==> config.mk <==
export PLATFORM = sky130hd
export DESIGN_NAME = mips_sequencer_flat
export DESIGN_NICKNAME = d
export VERILOG_FILES = /design/src/rtl/mips_sequencer_if.sv /design/src/rtl/mips_sequencer.sv /design/src/flat_wrapper.sv
export SDC_FILE = /design/constraint.sdc
export NUM_CORES = 1
export LEC_CHECK = 0
export ABC_AREA = 0
export BUFFER_PORTS_ARGS = -buffer_cell sky130_fd_sc_hd__buf_2
export CAP_MARGIN = 20
export CORE_UTILIZATION = 49
export CTS_CLUSTER_SIZE = 25
export DETAILED_ROUTE_END_ITERATION = 12
export GPL_ROUTABILITY_DRIVEN = 0
export PLACE_DENSITY = 0.8
export SYNTH_ARGS = -nofsm -noshare
export SYNTH_HDL_FRONTEND = slang
export SYNTH_SLANG_ARGS = --single-unit
export TNS_END_PERCENT = 10
==> constraint.sdc <==
create_clock -name clk -period 2.4 [get_ports clk]
set_input_delay 0.12 -clock clk [delete_from_list [all_inputs] [get_ports clk]]
set_output_delay 0.12 -clock clk [all_outputs]
set_load 0.02 [all_outputs]
==> src/rtl/mips_sequencer_if.sv <==
// Memory-bus handshake, decoder feedback and sequencer status for the MIPS multicycle core.
interface mips_sequencer_if;
  logic        waitrequest;
  logic [31:0] readdata;
  logic        mem_read;
  logic        mem_write;
  logic        extra;
  logic        halt_req;
  logic [1:0]  state;
  logic [31:0] instruction;
  logic        active;
  logic        stall;
  logic        retire;
  logic [31:0] instr_retired;

  modport master (
    output waitrequest, readdata, mem_read, mem_write, extra, halt_req,
    input  state, instruction, active, stall, retire, instr_retired
  );

  modport slave (
    input  waitrequest, readdata, mem_read, mem_write, extra, halt_req,
    output state, instruction, active, stall, retire, instr_retired
  );
endinterface

==> src/rtl/mips_sequencer.sv <==
// Multicycle control sequencer: FETCH/EXEC1/EXEC2/HALT state, instruction register,
// waitrequest stalls and a retired-instruction counter.
module mips_sequencer #(
  parameter logic [31:0] IR_RESET = 32'h0000_0000
) (
  input  logic             clk,
  input  logic             rst_n,
  mips_sequencer_if.slave  bus
);

  typedef enum logic [1:0] {
    FETCH = 2'b00,
    EXEC1 = 2'b01,
    EXEC2 = 2'b10,
    HALT  = 2'b11
  } state_e;

  state_e      state_q, state_d;
  logic [31:0] instruction_q, instruction_d;
  logic [31:0] instr_retired_q, instr_retired_d;
  logic        active_q, active_d;
  logic        stall, retire;
  logic        mem_op;

  assign mem_op = bus.mem_read | bus.mem_write;

  // Each branch reads only the inputs meaningful in its state, so unsampled inputs cannot leak.
  always_comb begin
    state_d       = state_q;
    instruction_d = instruction_q;
    stall         = 1'b0;
    retire        = 1'b0;
    case (state_q)
      FETCH: begin
        if (bus.halt_req) begin
          state_d = HALT;
        end else if (bus.waitrequest) begin
          stall = 1'b1;
        end else begin
          instruction_d = bus.readdata;
          state_d       = EXEC1;
        end
      end
      EXEC1: begin
        if (mem_op && bus.waitrequest) begin
          stall = 1'b1;
        end else if (bus.extra) begin
          state_d = EXEC2;
        end else begin
          state_d = FETCH;
          retire  = 1'b1;
        end
      end
      EXEC2: begin
        state_d = FETCH;
        retire  = 1'b1;
      end
      default: ;
    endcase
    active_d        = (state_d != HALT);
    instr_retired_d = instr_retired_q + {31'd0, retire};
  end

  always_ff @(posedge clk or negedge rst_n) begin
    if (!rst_n) begin
      state_q         <= FETCH;
      instruction_q   <= IR_RESET;
      instr_retired_q <= 32'd0;
      active_q        <= 1'b1;
    end else begin
      state_q         <= state_d;
      instruction_q   <= instruction_d;
      instr_retired_q <= instr_retired_d;
      active_q        <= active_d;
    end
  end

  assign bus.state         = state_q;
  assign bus.instruction   = instruction_q;
  assign bus.active        = active_q;
  assign bus.stall         = stall;
  assign bus.retire        = retire;
  assign bus.instr_retired = instr_retired_q;

endmodule

==> src/flat_wrapper.sv <==
// flat-port wrapper written by rule: the top's interface ports become plain ports
module mips_sequencer_flat 
#(
  parameter logic [31:0] IR_RESET = 32'h0000_0000
)
  (clk, rst_n, bus_waitrequest, bus_readdata, bus_mem_read, bus_mem_write, bus_extra, bus_halt_req, bus_state, bus_instruction, bus_active, bus_stall, bus_retire, bus_instr_retired);
  mips_sequencer_if bus_i ();
  input  logic clk;
  input  logic rst_n;
  input wire logic [$bits(bus_i.waitrequest)-1:0] bus_waitrequest;
  input wire logic [$bits(bus_i.readdata)-1:0] bus_readdata;
  input wire logic [$bits(bus_i.mem_read)-1:0] bus_mem_read;
  input wire logic [$bits(bus_i.mem_write)-1:0] bus_mem_write;
  input wire logic [$bits(bus_i.extra)-1:0] bus_extra;
  input wire logic [$bits(bus_i.halt_req)-1:0] bus_halt_req;
  output wire logic [$bits(bus_i.state)-1:0] bus_state;
  output wire logic [$bits(bus_i.instruction)-1:0] bus_instruction;
  output wire logic [$bits(bus_i.active)-1:0] bus_active;
  output wire logic [$bits(bus_i.stall)-1:0] bus_stall;
  output wire logic [$bits(bus_i.retire)-1:0] bus_retire;
  output wire logic [$bits(bus_i.instr_retired)-1:0] bus_instr_retired;
  assign bus_i.waitrequest = bus_waitrequest;
  assign bus_i.readdata = bus_readdata;
  assign bus_i.mem_read = bus_mem_read;
  assign bus_i.mem_write = bus_mem_write;
  assign bus_i.extra = bus_extra;
  assign bus_i.halt_req = bus_halt_req;
  assign bus_state = bus_i.state;
  assign bus_instruction = bus_i.instruction;
  assign bus_active = bus_i.active;
  assign bus_stall = bus_i.stall;
  assign bus_retire = bus_i.retire;
  assign bus_instr_retired = bus_i.instr_retired;
  mips_sequencer #(.IR_RESET(IR_RESET)) u_core (.clk(clk), .rst_n(rst_n), .bus(bus_i));
endmodule
==> qor.csv <==
metric,value,unit
VDD IR max,0.7869,mV
critical path endpoint category,register,
"FF+latch count, synth",67,
async set-or-reset flop fraction in the synthesized netlist,1.000,
DR WL met3,216,microns
largest net degree at the start of global routing,44,
syn_area_per_cell,13.66,sq um
Fin Clk Skew,0.005145,ns
Yosys cell types,32,
Setup crit start kind,register,
Final Hold Viols,0,
DP Cell Count,389,
first-pass GRT wire length,9791,microns
root buf cell,clkbuf_8,
post-DR wirelength/cell,14.52,microns
DR WL met2,3061,microns
post-route ant nets,0,
Worst-Margin Slew,0.5881,ns
Leak Pwr,1.938,nW
CTS Sinks,67,
core area,5574,sq um
Iter 0 DRT Violations,132,
WS Path Type,register to register,
# setup viols final,0,
area of the mapped netlist,2855,sq um
Reg2Reg Setup Slack,0.14,ns
CTS Buffer Depth,2,
leading area contributor after synthesis,dfrtp_1,
largest cells by area after synthesis,"dfrtp_1 (58%), mux2_2 (13%), xnor2_1 (7.4%), ha_1 (3.1%), nand3_1 (2.6%)",
yosys warns,0,
Synthesized Nets,255,
"EDFF count, synth",0,
Starting Density,0.5122,
later-pin clock latency in the skew report,0.32,ns
total grt overflow,0,
CTS H-Tree Depth,3,
post-layout util,0.6806,
gr usage total,0.2096,
io pins,108,
die width,78.34,microns
CTS tree,done,
worst setup margin,0.1379,ns
synthesis-to-layout area growth,32.87,%
DR vias/cell,5.120,
Post-synth top flop,dfrtp_1,
Max stage delay on crit path,0.43,ns
Pwr Total,4.124,mW
die area,6136,sq um
worst hold path type,primary input to register,
crit-path leading delay family,simple AND/OR/NAND/NOR gates,
FP Rows,27,
"non-filler cells, final",410,
post-placement setup slack,0.02911,ns
"top cells by count, synth","dfrtp_1 (66), mux2_2 (32), xnor2_1 (24)",
total of max-cap violations,0,
Max Fclk,442.1,MHz
# fillers,433,
vias in the first global route,2101,
Slew headroom,0.6079,
# DRC,0,
Power Density,1087,nW/um^2
Final Cell Area,3794,sq um
Final Max Tran Viols,0,
Final period util,0.9425,
Post-Route WL,5952,microns
critical path peak fanout,5,
worst-path cell chain,"inv_2, ha_4, a31oi_1, nor2b_4, ha_2, ha_4, nand4_1, nor3_4, buf_4, nand4_1, xnor2_1",
number of port buffers,107,
nets,380,
WL met1,2545,microns
top-count cell post-synth,dfrtp_1,
clk slew on worst S/H paths,0.07,ns
"Seq/Total Area, Yosys",0.5876,
DR vias,2099,
final hold slack,0.02911,ns
RSZ-0062 raised after global routing,true,
Setup TNS,0,ns
Inserted Clock Buffers,9,
DP Area,3552,sq um
status,finished clean,
First-pass DRT Iterations,4,
WP data required,2.60,ns
initial antenna violation count,0,
Final HPWL DP,4361,microns
# diodes,0,
Synth top area share,0.5784,
crit path DAT,2.47,ns
slowest CP cell,dfrtp_2,
CP bufs+invs,2,
Syn Inst Count,209,
highest routed metal layer,met4,
Die Ht,78.34,microns
Tmin final,2.262,ns
layout cells sized above 1,0.5237,
-- cells in the final DEF, fill, tap and decap left out, types with 4 or more instances in the layout --
| cell | Yosys | final |
|---|---|---|
| inv_1 | 7 | 5 |
| xnor2_1 | 24 | 24 |
| buf_2 | 3 | 107 |
| nand2_1 | 6 | 6 |
| xor2_1 | 6 | 6 |
| ha_1 | 7 | 4 |
| clkbuf_8 | 0 | 11 |
| nor2_1 | 6 | 6 |
| nand3_1 | 15 | 15 |
| nand4_1 | 11 | 11 |
| mux2_2 | 32 | 32 |
| dfrtp_1 | 66 | 64 |
| and3_1 | 4 | 4 |
| buf_4 | 0 | 8 |
-- flip-flops by register name, indices dropped and copies added, names as in the netlist --
register / cells
u_core.bus.instr_retired: 32
u_core.bus.instruction: 32
u_core.bus.state: 2
u_core.bus.active: 1
-- worst reg2reg max path: cells and delay by family, from the launching register on --
| kind | cells | cell delay [ns] |
|---|---|---|
| xor+xnor | 1 | 0.16 |
| simple gates | 4 | 0.68 |
| flops | 1 | 0.43 |
| fa+ha+maj | 3 | 0.49 |
| compound gates | 1 | 0.12 |
| buf+inv | 2 | 0.26 |
-- per-layer routing --
metal,vias to the layer above,track usage
li1,987,-
met1,1037,0.2566
met2,64,0.3491
met3,11,0.04767
met4,0,0.1037
met5,-,0
-- power by group --
part,internal (mW),switching (mW)
Clock,0.531,0.387
Combinational,0.657,0.859
Sequential,1.48,0.212
-- path summary, 6_finish.rpt --
check | start | end | depth (start not counted)
max | u_core.bus.state[1] | u_core.bus.instr_retired[20] | 11
min | bus_readdata[12] | u_core.bus.instruction[12] | 2
max reg2reg | u_core.bus.state[1] | u_core.bus.instr_retired[20] | 11
min reg2reg | u_core.bus.instr_retired[31] | u_core.bus.instr_retired[31] | 1
max in group asynchronous | rst_n | u_core.bus.instruction[22] | 3
min in group asynchronous | rst_n | u_core.bus.instruction[18] | 2
-- logic make-up (layout without fill, tap and decap cells) --
kind of cell | Yosys count | after routing | share of synthesized area
xor gates and xnor gates | 30 | 30 | 0.09202
and+or+nand+nor | 53 | 53 | 0.1223
buffers and inverters | 10 | 139 | 0.01446
DFF | 67 | 67 | 0.5876
muxes | 33 | 33 | 0.1297
adders and majority gates | 7 | 7 | 0.03067
AOI/OAI and AO/OA | 9 | 9 | 0.02323
-- timing repair --
item                       in CTS  in global routing
pin swaps                       1                  2
hold buffers                    1                  0
hold endpoints to repair       23                  0
setup endpoints to repair       2                  9
resized for setup               0                  1
setup buffers                   0                  5
-- cell type report --
type | count | area (sq um) | area share
Multi-Input combinational cell | 132 | 1177 | 0.3104
Tap cell | 72 | 90.09 | 0.02375
Clock inverter | 2 | 35.03 | 0.009235
Inverter | 7 | 26.28 | 0.006926
Sequential cell | 67 | 1680 | 0.4429
Timing Repair Buffer | 117 | 625.6 | 0.1649
Clock buffer | 13 | 158.9 | 0.04189
Note: power is estimated with default switching activity, not from simulation.
